[src/rtl/mac_avl_arbiter.sv]
// Round-robin arbiter sharing the MAC Avalon-MM register port between the
// configuration sequencer (port 0) and the status poller (port 1), with a busy timeout.
module mac_avl_arbiter #(
    parameter int unsigned             ADDR_WIDTH     = 8,
    parameter int unsigned             DATA_WIDTH     = 32,
    parameter int unsigned             TIMEOUT_CYCLES = 1024,
    parameter logic [DATA_WIDTH-1:0]   TIMEOUT_DATA   = 32'hDEAD_BEEF
) (
    input  logic                  clock,
    input  logic                  reset,
    input  logic                  rq0_read_req,
    input  logic                  rq0_write_req,
    input  logic [ADDR_WIDTH-1:0] rq0_address,
    input  logic [DATA_WIDTH-1:0] rq0_writedata,
    output logic                  rq0_busy,
    output logic [DATA_WIDTH-1:0] rq0_readdata,
    output logic                  rq0_error,
    input  logic                  rq1_read_req,
    input  logic                  rq1_write_req,
    input  logic [ADDR_WIDTH-1:0] rq1_address,
    input  logic [DATA_WIDTH-1:0] rq1_writedata,
    output logic                  rq1_busy,
    output logic [DATA_WIDTH-1:0] rq1_readdata,
    output logic                  rq1_error,
    input  logic                  avl_busy,
    input  logic [DATA_WIDTH-1:0] avl_readdata,
    output logic [ADDR_WIDTH-1:0] avl_address,
    output logic [DATA_WIDTH-1:0] avl_writedata,
    output logic                  avl_read_req,
    output logic                  avl_write_req
);

    localparam int unsigned     CW       = $clog2(TIMEOUT_CYCLES);
    localparam logic [CW-1:0]   CNT_LAST = CW'(TIMEOUT_CYCLES - 1);

    typedef enum logic [1:0] {IDLE, XFER, RESP} state_t;

    state_t                state, state_d;
    logic                  grant, grant_d;
    logic                  last_grant, last_grant_d;
    logic [CW-1:0]         count, count_d;
    logic [ADDR_WIDTH-1:0] avl_address_d;
    logic [DATA_WIDTH-1:0] avl_writedata_d;
    logic                  avl_read_req_d, avl_write_req_d;
    logic                  rq0_busy_d, rq1_busy_d;
    logic                  rq0_error_d, rq1_error_d;
    logic [DATA_WIDTH-1:0] rq0_readdata_d, rq1_readdata_d;
    logic                  req0, req1, pick, sel_write, finish, load;
    logic [DATA_WIDTH-1:0] resp_data;

    assign req0 = rq0_read_req | rq0_write_req;
    assign req1 = rq1_read_req | rq1_write_req;

    always_comb begin
        state_d         = state;
        grant_d         = grant;
        last_grant_d    = last_grant;
        count_d         = count;
        avl_address_d   = avl_address;
        avl_writedata_d = avl_writedata;
        avl_read_req_d  = avl_read_req;
        avl_write_req_d = avl_write_req;
        rq0_busy_d      = rq0_busy;
        rq1_busy_d      = rq1_busy;
        rq0_error_d     = rq0_error;
        rq1_error_d     = rq1_error;
        rq0_readdata_d  = rq0_readdata;
        rq1_readdata_d  = rq1_readdata;
        pick            = 1'b0;
        sel_write       = 1'b0;
        // A normal completion wins over a timeout landing on the same cycle.
        finish          = !avl_busy || (count == CNT_LAST);
        load            = avl_busy || avl_read_req;
        resp_data       = avl_busy ? TIMEOUT_DATA : avl_readdata;

        case (state)
            IDLE: begin
                if (req0 || req1) begin
                    pick            = (req0 && req1) ? ~last_grant : req1;
                    sel_write       = pick ? rq1_write_req : rq0_write_req;
                    grant_d         = pick;
                    avl_address_d   = pick ? rq1_address : rq0_address;
                    avl_writedata_d = pick ? rq1_writedata : rq0_writedata;
                    avl_write_req_d = sel_write;
                    avl_read_req_d  = !sel_write;
                    state_d         = XFER;
                end
            end
            XFER: begin
                if (finish) begin
                    avl_read_req_d  = 1'b0;
                    avl_write_req_d = 1'b0;
                    state_d         = RESP;
                    if (grant) begin
                        rq1_busy_d  = 1'b0;
                        rq1_error_d = avl_busy;
                        if (load) rq1_readdata_d = resp_data;
                    end else begin
                        rq0_busy_d  = 1'b0;
                        rq0_error_d = avl_busy;
                        if (load) rq0_readdata_d = resp_data;
                    end
                end else begin
                    count_d = count + CW'(1);
                end
            end
            RESP: begin
                rq0_busy_d   = 1'b1;
                rq1_busy_d   = 1'b1;
                rq0_error_d  = 1'b0;
                rq1_error_d  = 1'b0;
                last_grant_d = grant;
                count_d      = '0;
                state_d      = IDLE;
            end
            default: state_d = IDLE;
        endcase
    end

    always_ff @(posedge clock) begin
        if (reset) begin
            state         <= IDLE;
            grant         <= 1'b0;
            last_grant    <= 1'b1;
            count         <= '0;
            avl_address   <= '0;
            avl_writedata <= '0;
            avl_read_req  <= 1'b0;
            avl_write_req <= 1'b0;
            rq0_busy      <= 1'b1;
            rq1_busy      <= 1'b1;
            rq0_error     <= 1'b0;
            rq1_error     <= 1'b0;
            rq0_readdata  <= '0;
            rq1_readdata  <= '0;
        end else begin
            state         <= state_d;
            grant         <= grant_d;
            last_grant    <= last_grant_d;
            count         <= count_d;
            avl_address   <= avl_address_d;
            avl_writedata <= avl_writedata_d;
            avl_read_req  <= avl_read_req_d;
            avl_write_req <= avl_write_req_d;
            rq0_busy      <= rq0_busy_d;
            rq1_busy      <= rq1_busy_d;
            rq0_error     <= rq0_error_d;
            rq1_error     <= rq1_error_d;
            rq0_readdata  <= rq0_readdata_d;
            rq1_readdata  <= rq1_readdata_d;
        end
    end

endmodule

[config.mk]
export PLATFORM = sky130hd
export DESIGN_NAME = mac_avl_arbiter
export DESIGN_NICKNAME = d
export VERILOG_FILES = /design/src/rtl/mac_avl_arbiter.sv
export SDC_FILE = /design/constraint.sdc
export NUM_CORES = 1
export LEC_CHECK = 0
export ABC_AREA = 0
export BUFFER_PORTS_ARGS = -buffer_cell sky130_fd_sc_hd__buf_2
export CAP_MARGIN = 15
export CORE_ASPECT_RATIO = 1.75
export CORE_MARGIN = 4
export CORE_UTILIZATION = 49
export CTS_BUF_LIST = sky130_fd_sc_hd__clkbuf_4 sky130_fd_sc_hd__clkbuf_8
export CTS_CLUSTER_SIZE = 10
export DETAILED_ROUTE_END_ITERATION = 6
export HOLD_SLACK_MARGIN = 0.12
export PLACE_DENSITY = 0.91
export SKIP_LAST_GASP = 1
export SYNTH_ARGS = -nofsm -noshare
export SYNTH_HDL_FRONTEND = slang
export SYNTH_SLANG_ARGS = --single-unit
export TNS_END_PERCENT = 1
[constraint.sdc]
create_clock -name clock -period 2.2 [get_ports clock]
set_input_delay 0.44 -clock clock [delete_from_list [all_inputs] [get_ports clock]]
set_output_delay 0.44 -clock clock [all_outputs]
set_load 0.01 [all_outputs]
Yosys cells after proc, flatten, opt, wreduce, memory -nomap -nowiden
Cells that the tools add are included.

Add/sub/neg operators: 1. Equality and inequality tests: 8. Muxes and demuxes: 27. Bitwise operators: 4. Reductions and logical operators: 17.

Operators by type and width (count): $mux W32 (2); $pmux W10 S2 (1); $mux W1 (13); $pmux W1 S2 (6); $add A10 B1 Y10 const B (1); $eq A10 B10 Y1 const B (1); $mux W10 (1); $ne A2 B2 Y1 const B (5); $reduce_and A3 Y1 (3); $mux W8 (1); $reduce_and A4 Y1 (2); $reduce_and A2 Y1 (3); $mux W2 (2); $pmux W2 S2 (1); $reduce_bool A2 Y1 (2); $logic_or A1 B1 Y1 (3); $eq A2 B1 Y1 const B (1); $eq A2 B2 Y1 const B (1); $logic_not A1 Y1 (2); $logic_not A2 Y1 (1); $not A1 Y1 (2); $or A1 B1 Y1 (2); $logic_and A1 B1 Y1 (1).

Bits in registers: 124. Bits of input ports: 119. Output and inout port bits: 110. Logic and storage cells: 71.

Depth between registers and ports, before layout
Gate-level depths: netlist of run 1.

Depth after elaboration: 7. Mapped depth: 7. Mapped depth without buffers: 5.

Worst setup path before layout of run 1
Ideal clock, no wire load.

Kind: reg2reg. Start point: register count[0]. End point: register rq0_readdata[10]. Library setup time: 0.058 ns. Arrival time: 1.599 ns. Required time: 2.142 ns. Path slack: 0.543 ns. Cell stages (with the launch flop): 7. Path buffers: 1. Period minus slack after synthesis: 1.657 ns. Cell sequence: dfxtp_1 ha_1 and3_1 nand3_2 nor3_4 buf_4 o22a_1.

Cells in the longest elaborated chain, start to end: 3.

RTL lines: start: declaration (line 41) `logic [CW-1:0] count, count_d;`; start signal: assignment (line 140) `count <= count_d;`; $eq A10 B10 Y1 (line 72) `finish = !avl_busy || (count == CNT_LAST);`; $logic_or A1 B1 Y1 (line 72); $reduce_and A4 Y1 (no source line); end signal: assignment (line 149) `rq0_readdata <= rq0_readdata_d;`; end: declaration (line 16) `output logic [DATA_WIDTH-1:0] rq0_readdata,`.

No other way between the ends. A chain may end at the register's enable or synchronous reset.

Final worst setup path of run 1
Start point: register count[0]. End point: register rq0_readdata[8].

The elaborated chain is that of the path after synthesis.

==> metrics.json, run 1 <==
{
  "routed.top_layer": {"value": "met4"},
  "global_route_wire_length_before_repair": {"value": 24870, "unit": "um"},
  "post_cts_resized": {"value": 0},
  "coreArea": {"value": 10640, "unit": "um2"},
  "detail_route.wl_per_cell": {"value": 16.15, "unit": "um"},
  "power.sequential.fraction": {"value": 46.1, "unit": "%"},
  "place_congestion": {"value": 0.7928},
  "cp_data_required_time": {"value": 2.54, "unit": "ns"},
  "cts_buffers": {"value": 17},
  "hold_class": {"value": "in2reg"},
  "startpoint_of_the_worst_setup_timing_path": {"value": "count[0]$_SDFFE_PP0P_"},
  "slew_headroom": {"value": 52.56, "unit": "%"},
  "critical_path_peak_fanout": {"value": 16},
  "numPlacedInstances": {"value": 906},
  "antenna_found_initial": {"value": 0},
  "clock-skew-final": {"value": 0.009846, "unit": "ns"},
  "die_h": {"value": 145.6, "unit": "um"},
  "netlist_top_cells_count": {"value": "124 x sky130_fd_sc_hd__dfxtp_1, 95 x sky130_fd_sc_hd__nor2_1, 68 x sky130_fd_sc_hd__a21oi_1, 48 x sky130_fd_sc_hd__o22a_1, 41 x sky130_fd_sc_hd__mux2i_1"},
  "synth_ff_type": {"value": "sky130_fd_sc_hd__dfxtp_1"},
  "tritoncts_sink_count": {"value": 124},
  "ir_drop": {"value": 887.6, "unit": "uV"},
  "yosys.cell_count.top_type": {"value": "sky130_fd_sc_hd__dfxtp_1"},
  "critPathCapture": {"value": "rq0_readdata[8]$_SDFFE_PP0P_"},
  "powerDensity": {"value": 756.5, "unit": "nW/um2"},
  "rows": {"value": 50},
  "detailedRoute.firstIterationViolations": {"value": 139},
  "end_kind": {"value": "flop"},
  "totalWireLength": {"value": 15130, "unit": "um"},
  "post-dp-hpwl": {"value": 10840, "unit": "um"},
  "crit_arrival": {"value": 2.26, "unit": "ns"},
  "drtAntennaViolNets": {"value": 0},
  "pin_count_of_the_biggest_net_entering_global_routing": {"value": 80},
  "1st_pass_router_iterations": {"value": 5},
  "worst_hold_slack": {"value": 0.2560, "unit": "ns"},
  "power_report.internal_total": {"value": 3.868, "unit": "mW"},
  "drive_gt1_share": {"value": 35.69, "unit": "%"},
  "clk_root_buffer_cell": {"value": "sky130_fd_sc_hd__clkbuf_8"},
  "synthCells": {"value": 587},
  "cp-start-kind": {"value": "flop"},
  "regToRegEndpoint": {"value": "rq0_readdata[8]$_SDFFE_PP0P_"},
  "synth_seq_cells": {"value": 124},
  "fin_tns_setup": {"value": 0, "unit": "ns"},
  "post-route-drc-count": {"value": 0},
  "grt.total_usage": {"value": 24.10, "unit": "%"},
  "die-width": {"value": 86.63, "unit": "um"},
  "max_clock_freq": {"value": 0.5210, "unit": "GHz"},
  "layout.cell_area.non_filler": {"value": 6960, "unit": "um2"},
  "postCtsHoldBufs": {"value": 0},
  "m1WireLength": {"value": 5438, "unit": "um"},
  "dr_wl_met3": {"value": 1386, "unit": "um"},
  "ctsHtreeMaxLevel": {"value": 4},
  "grt_setup_unrepaired": {"value": "false"},
  "finalHoldViolCount": {"value": 0},
  "setup_viol": {"value": 0},
  "dpl_cell_area": {"value": 6548, "unit": "um2"},
  "critPathKind": {"value": "reg2reg"},
  "leakagePower": {"value": 3.320, "unit": "nW"},
  "grt_pass1_vias": {"value": 5177},
  "cts_setup_buffers": {"value": 0},
  "synth.yosys.seq_area_share": {"value": 46.83, "unit": "%"},
  "layout.core_utilization": {"value": 65.45, "unit": "%"},
  "routed-via-count": {"value": 5198},
  "cts_buffer_depth": {"value": 2},
  "switching_power": {"value": 1.398, "unit": "mW"},
  "finalMaxSlewViolations": {"value": 0},
  "placement.io_buffers": {"value": 228},
  "sw_frac_of_total": {"value": 26.55, "unit": "%"},
  "layout_min_cycle_time": {"value": 1.919, "unit": "ns"},
  "final.period_utilization": {"value": 87.25, "unit": "%"},
  "postSynthNetCount": {"value": 707},
  "via_per_inst": {"value": 5.547},
  "met2_length": {"value": 8053, "unit": "um"},
  "pre_cts_slack": {"value": 0.2914, "unit": "ns"},
  "worstSkewPairLatency": {"value": 0.42, "unit": "ns"},
  "worstReg2RegStart": {"value": "count[0]$_SDFFE_PP0P_"},
  "antenna_cells_inserted": {"value": 0},
  "post_synth.cell_area_avg": {"value": 9.031, "unit": "um2"},
  "async_reset_ff_share": {"value": 0, "unit": "%"},
  "clockPowerShare": {"value": 39.4, "unit": "%"},
  "library_cell_with_the_largest_summed_area_after_synthesis": {"value": "sky130_fd_sc_hd__dfxtp_1"},
  "tritoncts": {"value": "yes"},
  "synthesis.area": {"value": 5301, "unit": "um2"},
  "worst_path_setup_slack_after_routing": {"value": 0.2806, "unit": "ns"},
  "dominant_cells_by_area_after_synthesis": {"value": "sky130_fd_sc_hd__dfxtp_1 47%, sky130_fd_sc_hd__o22a_1 7.9%, sky130_fd_sc_hd__mux2i_1 7.7%, sky130_fd_sc_hd__nor2_1 6.7%, sky130_fd_sc_hd__a21oi_1 6.4%"},
  "syn2layout_area_growth": {"value": 31.30, "unit": "%"},
  "totalPowerFinal": {"value": 5.266, "unit": "mW"},
  "synth.top_cell.area_share": {"value": 46.83, "unit": "%"},
  "nNetsFinal": {"value": 915},
  "pin_count": {"value": 229},
  "path_clk_slew": {"value": 0.08, "unit": "ns"},
  "worst_pin_slew": {"value": 0.7074, "unit": "ns"},
  "synth-warning-count": {"value": 0},
  "count_of_flip_flops_with_a_built_in_enable_after_synthesis": {"value": 0},
  "max_capacitance_violation_count": {"value": 0},
  "post_layout_nonfiller_instances": {"value": 937},
  "worst_reg2reg_path_length_in_cells": {"value": 5},
  "die_area": {"value": 12610, "unit": "um2"},
  "comb_power_share": {"value": 14.5, "unit": "%"},
  "globalRouteOverflowTotal": {"value": 0},
  "run_status": {"value": "finished clean"},
  "ff2ff_setup_slack": {"value": 0.28, "unit": "ns"},
  "initial_utilization": {"value": 49.85, "unit": "%"},
  "synth.lib_cells_used.distinct": {"value": 50}
}
[sequential cells by signal, indices dropped and copies added (netlist names)]
name,flops
rq0_readdata,32
avl_read_req,1
avl_writedata,32
rq0_busy,1
rq1_error,1
rq0_error,1
state,2
rq1_readdata,32
grant,1
avl_write_req,1
rq1_busy,1
count,10
avl_address,8
last_grant,1
[power groups by stage]
stage	clock network, mW	logic [mW]	registers, mW
2_1_floorplan	0	0.389	2.53
3_3_place_gp	0	0.751	2.48
3_5_place_dp	0	0.767	2.48
4_1_cts	2.12	0.771	2.43
5_1_grt	2.22	0.848	2.44
6_report	2.07	0.764	2.43
[cell type report]
| class | instances | area (um2) |
|---|---|---|
| clock inverter | 11 | 143.9 |
| clock buffer | 20 | 269.0 |
| inverter | 5 | 18.77 |
| multi-input combinational | 405 | 2572 |
| tap | 130 | 162.7 |
| timing repair buffer | 242 | 1311 |
| sequential | 124 | 2482 |
| fill | 865 | 3675 |
[cell families after synthesis]
group,synth area share [%]
mux,7.954
simple gates,14.18
buf+inv,5.074
compound gates,25.56
xor+xnor,0.1652
fa+ha+maj,0.2360
flops,46.83
[worst min path at each step]
stage	from	end	cells past startpoint
final	avl_readdata[11]	rq1_readdata[11]$_SDFFE_PP0P_	2
after global routing	avl_readdata[13]	rq1_readdata[13]$_SDFFE_PP0P_	2
after CTS	avl_readdata[11]	rq1_readdata[11]$_SDFFE_PP0P_	2
after floorplan	count[9]$_SDFFE_PP0P_	count[9]$_SDFFE_PP0P_	1
after detailed placement	rq0_busy$_SDFFE_PP1P_	rq0_busy$_SDFFE_PP1P_	1
after global placement	rq0_busy$_SDFFE_PP1P_	rq0_busy$_SDFFE_PP1P_	1
[worst max-delay path, cell delays in order (launching register included)]
cell and delay (ns):
sky130_fd_sc_hd__dfxtp_1 0.36, sky130_fd_sc_hd__ha_1 0.25, sky130_fd_sc_hd__and3_1 0.26, sky130_fd_sc_hd__a41oi_2 0.56, sky130_fd_sc_hd__o21ai_0 0.21, sky130_fd_sc_hd__a21oi_1 0.19
[metal layers]
layer / track usage, % / vias up
li1: - / 2562
met1: 25.90 / 2393
met2: 42.68 / 216
met3: 9.122 / 27
met4: 7.566 / 0
met5: 0 / -
[placed cells by master (no fill, tap or decap), types with 4 or more instances in the layout]
master,netlist,layout
sky130_fd_sc_hd__a21oi_1,68,68
sky130_fd_sc_hd__and3_1,4,4
sky130_fd_sc_hd__o21ai_0,20,20
sky130_fd_sc_hd__nand3_1,24,24
sky130_fd_sc_hd__o31ai_1,6,6
sky130_fd_sc_hd__nor2_1,95,95
sky130_fd_sc_hd__buf_2,14,227
sky130_fd_sc_hd__buf_12,0,5
sky130_fd_sc_hd__nand4_1,4,4
sky130_fd_sc_hd__o22a_1,48,48
sky130_fd_sc_hd__mux2i_1,41,41
sky130_fd_sc_hd__clkinvlp_4,0,4
sky130_fd_sc_hd__buf_4,4,10
sky130_fd_sc_hd__inv_1,5,5
sky130_fd_sc_hd__nand2_1,14,14
sky130_fd_sc_hd__dfxtp_1,124,124
sky130_fd_sc_hd__clkbuf_8,1,19
sky130_fd_sc_hd__a211oi_1,40,40
(Power assumes the default switching activity.)
==> run 2, diff against run 1 <==
--- a/config.mk
+++ b/config.mk
@@ -5,17 +5,16 @@
 export SDC_FILE = /design/constraint.sdc
 export NUM_CORES = 1
 export LEC_CHECK = 0
-export ABC_AREA = 0
+export ABC_AREA = 1
 export BUFFER_PORTS_ARGS = -buffer_cell sky130_fd_sc_hd__buf_2
 export CAP_MARGIN = 15
 export CORE_ASPECT_RATIO = 1.75
-export CORE_MARGIN = 4
-export CORE_UTILIZATION = 49
+export CORE_UTILIZATION = 51
 export CTS_BUF_LIST = sky130_fd_sc_hd__clkbuf_4 sky130_fd_sc_hd__clkbuf_8
 export CTS_CLUSTER_SIZE = 10
 export DETAILED_ROUTE_END_ITERATION = 6
 export HOLD_SLACK_MARGIN = 0.12
-export PLACE_DENSITY = 0.91
+export PLACE_DENSITY = 0.92
 export SKIP_LAST_GASP = 1
 export SYNTH_ARGS = -nofsm -noshare
 export SYNTH_HDL_FRONTEND = slang
==> metrics.json, run 2 <==
{
  "ctsHtreeMaxLevel": {"value": 4},
  "crit_arrival": {"value": 2.30, "unit": "ns"},
  "path_delay_family": {"value": "simple AND/OR/NAND/NOR gates"},
  "crit_path_top_delay_cell": {"value": "sky130_fd_sc_hd__dfxtp_1"},
  "synth.yosys.seq_area_share": {"value": 41.68, "unit": "%"},
  "syn2layout_area_growth": {"value": 28.82, "unit": "%"},
  "tritoncts_sink_count": {"value": 124},
  "layout.cell_area.non_filler": {"value": 7672, "unit": "um2"},
  "grt_pass1_vias": {"value": 6103},
  "1st_pass_router_iterations": {"value": 5},
  "cp-start-kind": {"value": "flop"},
  "synth.top_cell.area_share": {"value": 41.68, "unit": "%"},
  "pre_cts_slack": {"value": 0.2630, "unit": "ns"},
  "post_layout_nonfiller_instances": {"value": 1267},
  "worst_path_setup_slack_after_routing": {"value": 0.2151, "unit": "ns"},
  "async_reset_ff_share": {"value": 0, "unit": "%"},
  "synth-warning-count": {"value": 0},
  "leakagePower": {"value": 4.285, "unit": "nW"},
  "finalMaxSlewViolations": {"value": 0},
  "yosys.cell_count.top_type": {"value": "sky130_fd_sc_hd__nand2_1"},
  "synth.lib_cells_used.distinct": {"value": 24},
  "layout.core_utilization": {"value": 68.32, "unit": "%"},
  "max_clock_freq": {"value": 0.5038, "unit": "GHz"},
  "synthesis.area": {"value": 5956, "unit": "um2"},
  "globalRouteOverflowTotal": {"value": 0},
  "slew_headroom": {"value": 57.92, "unit": "%"},
  "powerDensity": {"value": 753.6, "unit": "nW/um2"},
  "dpl_cell_area": {"value": 7228, "unit": "um2"},
  "synthCells": {"value": 913},
  "cts_buffers": {"value": 17},
  "worstSkewPairLatency": {"value": 0.43, "unit": "ns"},
  "via_per_inst": {"value": 5.013},
  "nNetsFinal": {"value": 1241},
  "place_congestion": {"value": 0.9117},
  "ff_latch_area": {"value": 2482, "unit": "um2"},
  "cts_setup_buffers": {"value": 0},
  "end_kind": {"value": "flop"},
  "worst_hold_slack": {"value": 0.2639, "unit": "ns"},
  "layout_min_cycle_time": {"value": 1.985, "unit": "ns"},
  "tritoncts": {"value": "yes"},
  "routed-via-count": {"value": 6351},
  "final.period_utilization": {"value": 90.22, "unit": "%"},
  "totalWireLength": {"value": 16770, "unit": "um"},
  "coreArea": {"value": 11230, "unit": "um2"},
  "critical_path_peak_fanout": {"value": 40},
  "cells_along_the_critical_path": {"value": "ha_1 > nand2_1 > nor2_4 > nand3_4 > nand2_4 > nand3_2 > buf_4 > a21oi_1 > nor2_1"},
  "worst_reg2reg_path_length_in_cells": {"value": 9},
  "clock-skew-final": {"value": 0.01241, "unit": "ns"},
  "num-fill-cells": {"value": 963},
  "worst_pin_slew": {"value": 0.6298, "unit": "ns"},
  "hold_start": {"value": "avl_readdata[24]"},
  "netlist_top_cells_count": {"value": "255 x sky130_fd_sc_hd__nand2_1, 169 x sky130_fd_sc_hd__inv_1, 124 x sky130_fd_sc_hd__dfxtp_1, 111 x sky130_fd_sc_hd__nor2_1, 53 x sky130_fd_sc_hd__nand4_1"},
  "layout_commonest_cell": {"value": "sky130_fd_sc_hd__nand2_1"},
  "fin_tns_setup": {"value": 0, "unit": "ns"},
  "pin_count_of_the_biggest_net_entering_global_routing": {"value": 53},
  "cp_data_required_time": {"value": 2.52, "unit": "ns"},
  "clk_root_buffer_cell": {"value": "sky130_fd_sc_hd__clkbuf_8"},
  "hold_class": {"value": "in2reg"},
  "worstReg2RegStart": {"value": "count[1]$_SDFFE_PP0P_"},
  "drtAntennaViolNets": {"value": 0},
  "dominant_cells_by_area_after_synthesis": {"value": "sky130_fd_sc_hd__dfxtp_1 42%, sky130_fd_sc_hd__nand2_1 16%, sky130_fd_sc_hd__inv_1 11%, sky130_fd_sc_hd__nor2_1 7.0%, sky130_fd_sc_hd__nand4_1 5.6%"},
  "count_of_flip_flops_with_a_built_in_enable_after_synthesis": {"value": 0},
  "initial_utilization": {"value": 53.03, "unit": "%"},
  "run_status": {"value": "finished clean"},
  "post-dp-hpwl": {"value": 12460, "unit": "um"},
  "critPathKind": {"value": "reg2reg"},
  "die_area": {"value": 12130, "unit": "um2"},
  "synth_seq_cells": {"value": 124},
  "regToRegEndpoint": {"value": "rq0_readdata[4]$_SDFFE_PP0P_"},
  "worst_path_largest_cell_delay": {"value": 0.37, "unit": "ns"},
  "detail_route.wl_per_cell": {"value": 13.24, "unit": "um"},
  "postCtsHoldBufs": {"value": 0},
  "cts_buffer_depth": {"value": 2},
  "post-route-drc-count": {"value": 0},
  "grt.total_usage": {"value": 28.26, "unit": "%"},
  "drive_gt1_share": {"value": 25.93, "unit": "%"},
  "antenna_found_initial": {"value": 1},
  "multiInputGateArea": {"value": 2576, "unit": "um2"},
  "mostFrequentLayoutCells": {"value": "255 x sky130_fd_sc_hd__nand2_1, 228 x sky130_fd_sc_hd__buf_2, 169 x sky130_fd_sc_hd__inv_1"},
  "max_capacitance_violation_count": {"value": 0},
  "ff2ff_setup_slack": {"value": 0.22, "unit": "ns"},
  "whs_path_depth": {"value": 3},
  "worstPathBufferInverterCount": {"value": 1},
  "setup_viol": {"value": 0},
  "library_cell_with_the_largest_summed_area_after_synthesis": {"value": "sky130_fd_sc_hd__dfxtp_1"},
  "post_cts_resized": {"value": 0},
  "numPlacedInstances": {"value": 1234},
  "die_h": {"value": 145.0, "unit": "um"},
  "post_synth.cell_area_avg": {"value": 6.523, "unit": "um2"},
  "synth_ff_type": {"value": "sky130_fd_sc_hd__dfxtp_1"},
  "detailedRoute.firstIterationViolations": {"value": 280},
  "startpoint_of_the_worst_setup_timing_path": {"value": "count[1]$_SDFFE_PP0P_"},
  "worst_hold_path.endpoint": {"value": "rq0_readdata[24]$_SDFFE_PP0P_"},
  "postSynthNetCount": {"value": 1033},
  "die-width": {"value": 83.69, "unit": "um"},
  "pin_count": {"value": 229},
  "ir_drop": {"value": 563.2, "unit": "uV"},
  "rows": {"value": 51},
  "path_clk_slew": {"value": 0.07, "unit": "ns"},
  "grt_setup_unrepaired": {"value": "false"},
  "totalPowerFinal": {"value": 5.782, "unit": "mW"},
  "biggestRegsByFlops": {"value": "avl_writedata (32), rq0_readdata (32), rq1_readdata (32)"},
  "finalHoldViolCount": {"value": 0},
  "placement.io_buffers": {"value": 228},
  "global_route_wire_length_before_repair": {"value": 27790, "unit": "um"}
}
## run 2: changes by cell type after synthesis, moves of 13 or more
cell	previous run	this run
sky130_fd_sc_hd__nand3_1	24	49
sky130_fd_sc_hd__nand4_1	4	53
sky130_fd_sc_hd__a211oi_1	40	0
sky130_fd_sc_hd__nor2_1	95	111
sky130_fd_sc_hd__o211ai_1	3	41
sky130_fd_sc_hd__a21oi_1	68	27
sky130_fd_sc_hd__mux2i_1	41	0
sky130_fd_sc_hd__inv_1	5	169
sky130_fd_sc_hd__nand2_1	14	255
sky130_fd_sc_hd__o22a_1	48	0
sky130_fd_sc_hd__o21ai_0	20	7
## run 2: worst max-delay path by stage
stage | to | slack, ns | cells after the start
after global routing | rq1_readdata[24]$_SDFFE_PP0P_ | 0.02 | 9
after detailed placement | rq0_readdata[4]$_SDFFE_PP0P_ | 0.26 | 9
after global placement | avl_writedata[29]$_SDFFE_PP0P_ | 0.36 | 7
after CTS | rq0_readdata[4]$_SDFFE_PP0P_ | 0.22 | 9
final | rq0_readdata[4]$_SDFFE_PP0P_ | 0.22 | 9
after floorplan | avl_read_req$_SDFFE_PP0P_ | 0.69 | 9
## run 2: area by class of cell
cell class | instances | area share (%)
clock inverters | 14 | 2.528
clock buffers | 18 | 3.229
flip-flops and latches | 124 | 32.35
multi-input cells | 557 | 33.58
well taps | 132 | 2.153
diodes | 1 | 0.03262
repair buffers | 248 | 17.65
inverters | 173 | 8.480
## run 2: kinds of logic after synthesis
kind of cell               after synthesis  share of synthesized area [%]
and+or+nand+nor                        480                          34.71
adders and majority gates                1                         0.2101
buffers and inverters                  232                          15.25
DFF                                    124                          41.68
AOI/OAI and AO/OA                       76                          8.151
## run 2: tightest hold or removal path: stages
cell and delay (ns):
sky130_fd_sc_hd__buf_2 0.09, sky130_fd_sc_hd__a21oi_1 0.06, sky130_fd_sc_hd__nor2_1 0.07
## run 2: metal layers
metal / up-vias / track usage [%] / wire length, um
met1: 2806 / 29.86 / 6293
met5: - / 0 / 0
met3: 57 / 6.712 / 938
met4: 0 / 16.36 / 822
li1: 3234 / - / -
met2: 254 / 50.20 / 8719
## run 2: power by group
part           switching (mW)  internal (mW)  leakage [nW]
registers              0.0869           2.40          1.01
logic                   0.654          0.415          3.05
clock network           0.953           1.27         0.219
==> run 3, diff against run 2 <==
--- a/config.mk
+++ b/config.mk
@@ -5,16 +5,15 @@
 export SDC_FILE = /design/constraint.sdc
 export NUM_CORES = 1
 export LEC_CHECK = 0
-export ABC_AREA = 1
 export BUFFER_PORTS_ARGS = -buffer_cell sky130_fd_sc_hd__buf_2
 export CAP_MARGIN = 15
 export CORE_ASPECT_RATIO = 1.75
-export CORE_UTILIZATION = 51
+export CORE_UTILIZATION = 49
 export CTS_BUF_LIST = sky130_fd_sc_hd__clkbuf_4 sky130_fd_sc_hd__clkbuf_8
 export CTS_CLUSTER_SIZE = 10
 export DETAILED_ROUTE_END_ITERATION = 6
 export HOLD_SLACK_MARGIN = 0.12
-export PLACE_DENSITY = 0.92
+export PLACE_DENSITY = 0.91
 export SKIP_LAST_GASP = 1
 export SYNTH_ARGS = -nofsm -noshare
 export SYNTH_HDL_FRONTEND = slang
==> metrics.json, run 3 (synthesis results as in run 1) <==
{
  "clock-skew-final": {"value": 0.01271, "unit": "ns"},
  "totalWireLength": {"value": 14270, "unit": "um"},
  "worst_reg2reg_path_length_in_cells": {"value": 5},
  "antenna_cells_inserted": {"value": 0},
  "totalPowerFinal": {"value": 5.171, "unit": "mW"},
  "grt_setup_unrepaired": {"value": "false"},
  "num-fill-cells": {"value": 838},
  "initial_utilization": {"value": 50.86, "unit": "%"},
  "worst_hold_slack": {"value": 0.2513, "unit": "ns"},
  "layout.core_utilization": {"value": 66.66, "unit": "%"},
  "clk_root_buffer_cell": {"value": "sky130_fd_sc_hd__clkbuf_8"},
  "coreArea": {"value": 10420, "unit": "um2"},
  "max_capacitance_violation_count": {"value": 0},
  "die-width": {"value": 80.63, "unit": "um"},
  "crit_path_top_delay_cell": {"value": "sky130_fd_sc_hd__a41oi_2"},
  "worstReg2RegStart": {"value": "count[0]$_SDFFE_PP0P_"},
  "biggestRegsByFlops": {"value": "avl_writedata (32), rq0_readdata (32), rq1_readdata (32)"},
  "layout_min_cycle_time": {"value": 1.868, "unit": "ns"},
  "run_status": {"value": "finished clean"},
  "final.period_utilization": {"value": 84.90, "unit": "%"},
  "cp-start-kind": {"value": "flop"},
  "detailedRoute.firstIterationViolations": {"value": 229},
  "ctsHtreeMaxLevel": {"value": 4},
  "place_congestion": {"value": 0.8500},
  "grt.total_usage": {"value": 25.04, "unit": "%"},
  "hold_class": {"value": "in2reg"},
  "end_kind": {"value": "flop"},
  "global_route_wire_length_before_repair": {"value": 22190, "unit": "um"},
  "routed-via-count": {"value": 5188},
  "post-dp-hpwl": {"value": 9878, "unit": "um"},
  "post_cts_resized": {"value": 0},
  "finalHoldViolCount": {"value": 0},
  "hold_start": {"value": "avl_readdata[5]"},
  "die_area": {"value": 11250, "unit": "um2"},
  "fin_tns_setup": {"value": 0, "unit": "ns"},
  "grt_pass1_vias": {"value": 4898},
  "mostFrequentLayoutCells": {"value": "227 x sky130_fd_sc_hd__buf_2, 124 x sky130_fd_sc_hd__dfxtp_1, 95 x sky130_fd_sc_hd__nor2_1"},
  "pin_count_of_the_biggest_net_entering_global_routing": {"value": 107},
  "regToRegEndpoint": {"value": "rq0_readdata[20]$_SDFFE_PP0P_"},
  "drive_gt1_share": {"value": 35.69, "unit": "%"},
  "pin_count": {"value": 229},
  "cts_buffers": {"value": 17},
  "1st_pass_router_iterations": {"value": 5},
  "cp_data_required_time": {"value": 2.55, "unit": "ns"},
  "cts_setup_buffers": {"value": 0},
  "critical_path_peak_fanout": {"value": 16},
  "layout.cell_area.non_filler": {"value": 6948, "unit": "um2"},
  "cts_buffer_depth": {"value": 2},
  "tritoncts_sink_count": {"value": 124},
  "dpl_cell_area": {"value": 6549, "unit": "um2"},
  "nNetsFinal": {"value": 914},
  "detail_route.wl_per_cell": {"value": 15.28, "unit": "um"},
  "crit_arrival": {"value": 2.22, "unit": "ns"},
  "syn2layout_area_growth": {"value": 31.06, "unit": "%"},
  "worst_path_largest_cell_delay": {"value": 0.56, "unit": "ns"},
  "worst_pin_slew": {"value": 0.6984, "unit": "ns"},
  "critPathKind": {"value": "reg2reg"},
  "powerDensity": {"value": 744.3, "unit": "nW/um2"},
  "whs_path_depth": {"value": 2},
  "tritoncts": {"value": "yes"},
  "layout_commonest_cell": {"value": "sky130_fd_sc_hd__buf_2"},
  "post-route-drc-count": {"value": 0},
  "ir_drop": {"value": 710.0, "unit": "uV"},
  "globalRouteOverflowTotal": {"value": 0},
  "max_clock_freq": {"value": 0.5354, "unit": "GHz"},
  "worstSkewPairLatency": {"value": 0.43, "unit": "ns"},
  "placement.io_buffers": {"value": 228},
  "ff2ff_setup_slack": {"value": 0.33, "unit": "ns"},
  "cells_along_the_critical_path": {"value": "ha_1 > and3_1 > a41oi_2 > o21ai_0 > a21oi_1"},
  "finalMaxSlewViolations": {"value": 0},
  "leakagePower": {"value": 3.310, "unit": "nW"},
  "rows": {"value": 49},
  "path_clk_slew": {"value": 0.08, "unit": "ns"},
  "postCtsHoldBufs": {"value": 0},
  "setup_viol": {"value": 0},
  "via_per_inst": {"value": 5.555},
  "antenna_found_initial": {"value": 0},
  "drtAntennaViolNets": {"value": 0},
  "die_h": {"value": 139.6, "unit": "um"},
  "worst_hold_path.endpoint": {"value": "rq0_readdata[5]$_SDFFE_PP0P_"},
  "slew_headroom": {"value": 53.16, "unit": "%"}
}
-- run 3: final cells by class --
cell class,instances,area (um2),share of cell area (%)
multi-input combinational,405,2572,37.03
inverter,5,18.77,0.2701
timing repair buffer,241,1316,18.94
tap,127,158.9,2.287
sequential,124,2482,35.73
clock buffer,17,234.0,3.368
clock inverter,15,165.2,2.377
-- run 3: worst max path at each step --
stage                           from                             to  slack [ns]
2_1_floorplan  count[0]$_SDFFE_PP0P_  rq0_readdata[10]$_SDFFE_PP0P_        0.54
3_3_place_gp                avl_busy  rq0_readdata[17]$_SDFFE_PP0P_        0.37
3_5_place_dp   count[0]$_SDFFE_PP0P_  rq0_readdata[27]$_SDFFE_PP0P_        0.36
4_1_cts        count[0]$_SDFFE_PP0P_  rq0_readdata[27]$_SDFFE_PP0P_        0.33
5_1_grt        count[0]$_SDFFE_PP0P_   rq0_readdata[4]$_SDFFE_PP0P_        0.19
6_report       count[0]$_SDFFE_PP0P_  rq0_readdata[20]$_SDFFE_PP0P_        0.33
-- run 3: per-layer routing --
| layer | GRT usage [%] | vias up | part of all wire, % |
|---|---|---|---|
| met5 | 0 | - | 0 |
| met4 | 8.553 | 0 | 1.0 |
| met3 | 8.525 | 10 | 8.5 |
| met2 | 47.32 | 215 | 53 |
| met1 | 24.23 | 2392 | 37 |
| li1 | - | 2571 | - |
-- run 3: where the power goes --
| part | switching (mW) | total [mW] | internal [mW] |
|---|---|---|---|
| sequential | 0.0638 | 2.43 | 2.36 |
| combinational | 0.436 | 0.760 | 0.324 |
| clock | 0.962 | 1.99 | 1.02 |
-- run 3: worst max-delay path, delay by kind of cell (launching register included) --
| family | cells | cell delay (ns) |
|---|---|---|
| AO/OA/AOI/OAI | 3 | 0.92 |
| adder cells (fa/ha/maj) | 1 | 0.26 |
| flip-flops | 1 | 0.36 |
| AND/OR/NAND/NOR | 1 | 0.26 |
-- run 3: through the flow --
step           setup WS (ns)  instances
6_report              0.3323        934
5_1_grt               0.1883        934
4_1_cts               0.3280        934
3_3_place_gp          0.3697        902
2_1_floorplan         0.5427        587
3_5_place_dp          0.3560        902
